$ cat config.mk
export PLATFORM = sky130hd
export DESIGN_NAME = instr_loader
export DESIGN_NICKNAME = d
export VERILOG_FILES = /design/src/rtl/instr_loader.sv
export SDC_FILE = /design/constraint.sdc
export NUM_CORES = 1
export LEC_CHECK = 0
export ABC_AREA = 0
export CAP_MARGIN = 10
export CORE_AREA = 4 4 104 106
export DETAILED_ROUTE_END_ITERATION = 8
export DIE_AREA = 0 0 108 110
export PLACE_DENSITY_LB_ADDON = 0.1
export SLEW_MARGIN = 20
export SYNTH_ARGS = -nofsm -noshare
export SYNTH_HDL_FRONTEND = slang
export SYNTH_SLANG_ARGS = --single-unit
export TNS_END_PERCENT = 30
$ cat constraint.sdc
create_clock -name i_clk -period 3.34 [get_ports i_clk]
set_input_delay 0.501 -clock i_clk [delete_from_list [all_inputs] [get_ports i_clk]]
set_output_delay 0.501 -clock i_clk [all_outputs]
set_load 0.02 [all_outputs]
$ cat src/rtl/instr_loader.sv
`default_nettype none
// ============================================================================
// Module   : instr_loader
// Brief    : Byte-stream boot loader. Waits for a sync byte, reads a 16-bit
//            little-endian halfword count, writes that many halfwords into
//            instruction RAM, then verifies an 8-bit additive checksum.
//            The core fetch path is held stalled until the image is accepted.
// Revision : 1.0 - initial release
// ============================================================================
module instr_loader #(
    parameter int         DEPTH     = 1024,
    parameter int         ADDR_W    = 10,
    parameter logic [7:0] SYNC_BYTE = 8'hA5
) (
    input  logic              i_clk,
    input  logic              i_rst_n,
    input  logic              i_byte_valid,
    input  logic [7:0]        i_byte,
    output logic              o_byte_ready,
    input  logic              i_restart,
    output logic              o_wr_en,
    output logic [ADDR_W-1:0] o_wr_addr,
    output logic [15:0]       o_wr_data,
    output logic              o_core_stall,
    output logic              o_done,
    output logic              o_error
);

    typedef enum logic [2:0] {
        IDLE    = 3'd0,
        LEN_LO  = 3'd1,
        LEN_HI  = 3'd2,
        DATA_LO = 3'd3,
        DATA_HI = 3'd4,
        CSUM    = 3'd5,
        DONE    = 3'd6,
        ERROR   = 3'd7
    } state_t;

    // One extra bit on the halfword counter so a full DEPTH count fits.
    localparam logic [ADDR_W:0] ONE = {{ADDR_W{1'b0}}, 1'b1};

    state_t          state;
    state_t          state_nxt;
    logic            accept;
    logic [7:0]      len_lo;
    logic [15:0]     len_full;
    logic [ADDR_W:0] len_n;
    logic [ADDR_W:0] k;
    logic [ADDR_W:0] k_inc;
    logic [7:0]      lo_byte;
    logic [7:0]      csum;

    // Ready is withheld only once the image is finished (accepted or rejected).
    assign o_byte_ready = (state != DONE) && (state != ERROR);
    assign o_core_stall = (state != DONE);
    assign accept       = i_byte_valid && o_byte_ready;
    assign len_full     = {i_byte, len_lo};
    assign k_inc        = k + ONE;

    // State register.
    always_ff @(posedge i_clk or negedge i_rst_n) begin
        if (!i_rst_n) begin
            state <= IDLE;
        end else begin
            state <= state_nxt;
        end
    end

    // Next-state decode; all loading transitions advance only on an accepted byte.
    always_comb begin
        state_nxt = state;
        case (state)
            IDLE: begin
                if (accept && (i_byte == SYNC_BYTE)) state_nxt = LEN_LO;
            end
            LEN_LO: begin
                if (accept) state_nxt = LEN_HI;
            end
            LEN_HI: begin
                if (accept) begin
                    if (int'({16'd0, len_full}) > DEPTH) state_nxt = ERROR;
                    else if (len_full == 16'd0)         state_nxt = CSUM;
                    else                                 state_nxt = DATA_LO;
                end
            end
            DATA_LO: begin
                if (accept) state_nxt = DATA_HI;
            end
            DATA_HI: begin
                if (accept) state_nxt = (k_inc == len_n) ? CSUM : DATA_LO;
            end
            CSUM: begin
                if (accept) state_nxt = (i_byte == csum) ? DONE : ERROR;
            end
            DONE, ERROR: begin
                if (i_restart) state_nxt = IDLE;
            end
            default: state_nxt = IDLE;
        endcase
    end

    // Datapath: length capture, halfword assembly, RAM write strobe and checksum.
    always_ff @(posedge i_clk or negedge i_rst_n) begin
        if (!i_rst_n) begin
            len_lo    <= 8'd0;
            len_n     <= '0;
            k         <= '0;
            lo_byte   <= 8'd0;
            csum      <= 8'd0;
            o_wr_en   <= 1'b0;
            o_wr_addr <= '0;
            o_wr_data <= 16'd0;
            o_done    <= 1'b0;
            o_error   <= 1'b0;
        end else begin
            o_wr_en <= 1'b0;
            o_done  <= (state_nxt == DONE);
            o_error <= (state_nxt == ERROR);
            if (accept) begin
                case (state)
                    IDLE: begin
                        if (i_byte == SYNC_BYTE) begin
                            csum <= 8'd0;
                            k    <= '0;
                        end
                    end
                    LEN_LO:  len_lo <= i_byte;
                    // Count already range-checked by the FSM, so truncation is safe.
                    LEN_HI:  len_n  <= len_full[ADDR_W:0];
                    DATA_LO: begin
                        lo_byte <= i_byte;
                        csum    <= csum + i_byte;
                    end
                    DATA_HI: begin
                        o_wr_en   <= 1'b1;
                        o_wr_addr <= k[ADDR_W-1:0];
                        o_wr_data <= {i_byte, lo_byte};
                        k         <= k_inc;
                        csum      <= csum + i_byte;
                    end
                    default: ;
                endcase
            end
        end
    end

endmodule
`default_nettype wire
# Yosys cells after proc, flatten, opt, wreduce, memory -nomap -nowiden
# Index checks and enable logic that the tools add are counted.
# totals
regBits,78
in_bits,12
out_inout_bits,31
word_cells,62
# classes
add_sub_neg,2
n_lt_le_gt_ge,1
eq_ne,15
n_mux,18
n_reduce_logical,15
# ops
operator,count
2-to-1 mux 3 bit,10
case mux 11 bit (2 select lines),1
case mux 3 bit (7 select lines),1
"== test 3 bit, second input constant",6
"greater-than comparator 16 x 11 -> 1 bit, second input constant",1
logical NOT 16 bit,1
case mux 8 bit (2 select lines),1
"adder 11 x 1 -> 11 bit, second input constant",1
== test 11 bit,1
2-to-1 mux 11 bit,1
adder 8 bit,1
== test 8 bit,1
"== test 8 bit, second input constant",1
2-to-1 mux 8 bit,1
AND reduction 2 bit,4
"== test 3 x 2 -> 1 bit, second input constant",2
"!= test 3 bit, second input constant",2
AND reduction 3 bit,2
nonzero test 2 bit,2
OR reduction 2 bit,2
"== test 3 x 1 -> 1 bit, second input constant",1
logical AND 1 bit,3
logical NOT 3 bit,1
2-to-1 mux 1 bit,3
"!= test 2 bit, second input constant",1

# Logic depth before layout (Yosys ltp)
# depth
word_depth,7
mapped_depth,9
mapped_depth_nobuf,9

# Worst setup path before layout
# No wires, ideal clock.
# synth_path
path_type,reg2reg
start,register k[0]
end,register o_error
t_arrival_ns,1.942
t_required_ns,3.219
path_slack_ns,1.277
stages_incl_launch_ff,9
path_cell_list,dfrtp_1 -> ha_1 -> clkbuf_2 -> nand3_2 -> o31a_2 -> o2111ai_1 -> a2111oi_2 -> a31o_2 -> and4b_1
# synth_between
elab_chain_len,6
# synth_rtl
item,line_no,text
from (decl),49,logic [ADDR_W:0] k;
from (signal assigned),139,k <= k_inc;
adder 11 x 1 -> 11 bit,59,assign k_inc = k + ONE;
== test 11 bit,91,if (accept) state_nxt = (k_inc == len_n) ? CSUM : DATA_LO;
2-to-1 mux 3 bit (2 in series),91,
case mux 3 bit (7 select lines),73,case (state)
named net state_nxt[2],44,state_t state_nxt;
== test 3 bit,119,o_error <= (state_nxt == ERROR);
to (signal assigned),119,
to (decl),26,output logic o_error
# The timed path passes the listed nets, and every way through them passes these cells.
# A chain may end at the register's enable or synchronous reset.

# Worst setup path after layout
# Same ends and word-level chain as after synthesis.

==> results.md <==
- The run finished with clean final reports.
- Summing every instance area after synthesis gives between 3000 and 4000 µm².
- The tree is rooted in a clkbuf_8.
- No sink is reached through more buffers than the 2 on the longest clock path.
- The launching point of the worst reg2reg path is k[0]$_DFFE_PN0P_.
- The post-synthesis share of cell area spent on xor and xnor gates is under 10%.
- The total number of vias is 2985.
- Measured against its own limit, the worst slew margin works out to between 50 and 60%.
- Leaving out fill and tap cells, the most frequent cell in the layout is nand2_1.
- The library cell contributing the largest single delay on the critical path is a2111oi_2.
- The H-tree was split into 3 levels.
- The synthesized-area fraction occupied by ao, oa, aoi and oai cells is 11.6%.
- The initialized floorplan defines 36 standard-cell rows.
- Per report_power, the sequential group accounts for 40.3% of the total.
- Counting the buffers created by CTS gives 9.
- The number of antenna diodes is 0.
- The number of setup buffers added after CTS is 0.
- The endpoint class of the critical path is a flip-flop.
- The signal on the critical path passes through ha_1, nand3_2, or3_1, a2111oi_2, a31o_2, and4b_1.
- The congestion estimate from routability-driven global placement came to just over 0.8.
- The maximum vdd ir drop is roughly 320 µV.
- The region available for standard cell placement spans between 9000 and 10000 µm².
- Summed over all cells, the static leakage comes to 2.11 nW.
- The floorplan die area is roughly 12000 µm².
- The category of the most critical setup path is flip-flop to flip-flop.
- Setup repair after global routing left no endpoint under its margin.
- Using the TritonRoute via totals, the vias-per-cell ratio works out to 5.16.
- Internal power comes to approximately 2.5 mW.
- The layout-stage area growth over the synthesis result is 20.0%.
- The die outline width is 108 µm.
- After detailed routing, the average wire length per cell comes to around 15 µm.
- The detail route stage leaves a number of antenna-violating nets equal to 0.
- The synthesis-stage register bit count is just under 80.
- The worst setup path is launched from a flip-flop.
- The number of DRC markers in iteration 0 is 124.
- The clock-pin slew reported for the worst setup and hold paths after clock tree synthesis is 0.09 ns.
- The number of enable flip-flop cells after synthesis is 0.
- The worst path in the final design needs a cycle of 2.50 ns, including I/O delays and setup.
- The top cell types in the final layout, fill and taps aside, are 104 x nand2_1, 78 x dfrtp_1, 41 x clkdlybuf4s50_1.
- The final setup violation count is 0.
- Summing the areas of all fa, ha and maj instances in the mapped netlist gives 3.09% of the synthesized area.
- The signal arrival time at the worst endpoint is around 2.8 ns.
- The final hold violation count is 0.
- The number of distinct library cells after synthesis is 60.
- After legalization and detailed placement, the total HPWL measured 6200 µm.
- For the pin with the worst max-slew slack, the measured transition is approximately 0.69 ns.
- The post-cts sizing count is 0.
- After Yosys synthesis, and, or, nand and nor cells account for a little over a fifth of the synthesized area.
- The setup clock skew after layout is between 0.008 and 0.009 ns.
- The first global-routing pass estimated about 15000 µm of wire.
- The biggest fanout along the worst timing path is 8.
- For this run, the slowest stage of the critical path takes ~0.52 ns.
- By area the synthesized netlist is led by dfrtp_1 50%, nand2_1 10%, mux2_2 7.0%.
- The worst-skew pair later-pin latency is around 0.34 ns.
- In this run the power density over the cells is 838 nW/µm².
- The global-route congestion overflow total is 0.
- Averaged over all synthesized cells, the footprint is around 9.7 µm².
- The share of the Yosys chip area taken by registers is approximately half.
- The detailed-router iteration count before antenna repair is 4.
- For this run, the share of the core covered by cells in the final layout is 47.7%.
- The maximum achievable frequency is about 400 MHz.
- The post-synthesis instance total is about 400.
- By area, the combinational part of the netlist is dominated by simple AND/OR/NAND/NOR gates.
- For this run, the number of Yosys warnings is 0.
- The leading register cell type out of synthesis is dfrtp_1.
- The sum of negative setup slack is 0 ns.
- The logic gate share of total power is roughly 39%.
- Net switching is 37.1% of the power.
- The terminus of the critical flop-to-flop path is o_error$_DFF_PN0_.
- The worst register-to-register path has a depth of 6.
- between 40 and 50 I/O pins were placed.
- Synthesis produced a netlist with a net count of between 400 and 500.
- Entering global routing, the biggest net connects 79 pins.
- The number of max-slew violations in the final report is 0.
- The portion of synthesized area spent on multiplexers is under 10%.
- The worst hold path belongs to the class primary input to async pin.
- The net switching power figure is between 1 and 1.5 mW.
- After synthesis, the share of flip-flops with an asynchronous set or reset is 100%.
- The number of antenna violations at the first check in global routing is 0.
- The final-stage net count is 461.
- Excluding fillers, the count of instances in the completed layout stands at between 500 and 600.
- dfrtp_1 takes more of the synthesized area than any other cell.
- The total of buffers placed on input and output ports is 42.
- The final setup slack of the worst path is 0.835 ns.
- For this run, design rule violations remaining after detail routing come to 0.
- The clock share of power is between 20% and 30%.
- TritonCTS built the clock tree.
- The setup slack at placement is about 0.55 ns.
- The required time reported for the critical path endpoint is ~3.6 ns.
- The hold buffer count at CTS is 0.
- For this design, the sink count on the clock tree is 78.
- In the final layout, the share of cells above drive strength 1 is about an eighth.
- After detailed placement, the design holds a cell count of roughly 560.
- The y dimension of the die is around 110 µm.
- Of the available clock period, the critical path in the final layout requires roughly 75%.
- The number of global-route vias before repair is 2928.
- The number of max-cap violations is 0.
- For this run, the total global-route usage over all layers was measured as around 16%.
- The share of the synthesized area in the top cell type is between 50% and 60%.
- The aggregate routed wire length is slightly below 9000 µm.
- The initial utilization of the core area, before any placement, comes to around two fifths.
- In this run the register-to-register setup slack is ~0.84 ns.
-- registers in the layout (all words and copies together) (netlist names), 3 cells and up --
| name | count |
|---|---|
| o_wr_data | 16 |
| k | 11 |
| len_n | 11 |
| o_wr_addr | 10 |
| csum | 8 |
| len_lo | 8 |
| lo_byte | 8 |
| state | 3 |
-- synth_stat cells, types with 2 or more instances --
cell / count
nand2_1: 104
xor2_1: 9
a21oi_1: 6
a31oi_1: 3
o41ai_1: 2
xnor2_1: 8
mux2_2: 24
and3_1: 3
and4b_1: 2
a22oi_1: 2
inv_1: 12
nor4_1: 5
nand3_1: 7
and2_1: 3
nor2b_1: 3
nor2_1: 21
nand2b_1: 3
o21ai_1: 2
nor3b_1: 2
clkbuf_1: 15
nor3_1: 7
o311a_1: 2
o21a_1: 3
dfrtp_1: 78
ha_1: 8
o211ai_1: 3
o31ai_1: 4
nand4_1: 2
o21ai_0: 28
-- area by class of cell --
cell class                      count  area [µm²]
Clock buffer                        9         124
Clock inverter                      7         105
Fill cell                         967        5110
Inverter                           12        45.0
Multi-Input combinational cell    293        1800
Sequential cell                    78        1950
Tap cell                          133         166
Timing Repair Buffer               46         468
-- layer usage --
layer / share of wire [%] / track usage, % / vias to the layer above
li1: - / - / 1468
met1: 47 / 21.8 / 1452
met2: 47 / 25.9 / 61
met3: 4.5 / 3.55 / 4
met4: 0.70 / 3.52 / 0
met5: 0 / 0 / -
-- critical path, delay by kind of cell, from the launching register on --
kind	cells	cell delay, ns
fa+ha+maj	1	0.37
simple gates	3	0.85
compound gates	2	0.76
flops	1	0.46
-- power groups by stage --
stage          logic [mW]  clock network [mW]  registers, mW
2_1_floorplan       0.955                   0           1.63
3_3_place_gp         1.51                   0           1.59
3_5_place_dp         1.53                   0           1.59
4_1_cts              1.54               0.832           1.58
5_1_grt              1.69               0.868           1.63
6_report             1.52               0.808           1.58
-- worst max path at each step --
stage	startpoint	end	slack (ns)	cells after the start
3_3_place_gp	i_byte[1]	csum[7]$_DFFE_PN0P_	0.63	8
2_1_floorplan	k[0]$_DFFE_PN0P_	o_error$_DFF_PN0_	1.28	8
3_5_place_dp	i_byte[0]	csum[6]$_DFFE_PN0P_	0.55	10
4_1_cts	k[0]$_DFFE_PN0P_	o_error$_DFF_PN0_	0.83	7
6_report	k[0]$_DFFE_PN0P_	o_error$_DFF_PN0_	0.84	6
5_1_grt	k[0]$_DFFE_PN0P_	o_error$_DFF_PN0_	0.64	7
-- per-stage QoR --
step	total power, mW	hold WS [ns]	area (µm²)
2_1_floorplan	2.58	0.205	3890
3_3_place_gp	3.10	0.449	4410
3_5_place_dp	3.13	0.459	4410
4_1_cts	3.95	0.346	4630
5_1_grt	4.19	0.0458	4660
6_report	3.91	0.0480	4660
-- logic make-up (layout without fill, tap and decap cells) --
group,Yosys count,count (layout)
XOR/XNOR,17,17
AND/OR/NAND/NOR,174,174
buffers and inverters,31,74
adder cells (fa/ha/maj),9,9
multiplexers,24,24
flip-flops,78,78
AO/OA/AOI/OAI,69,69
Power figures use the tool's default switching activity.
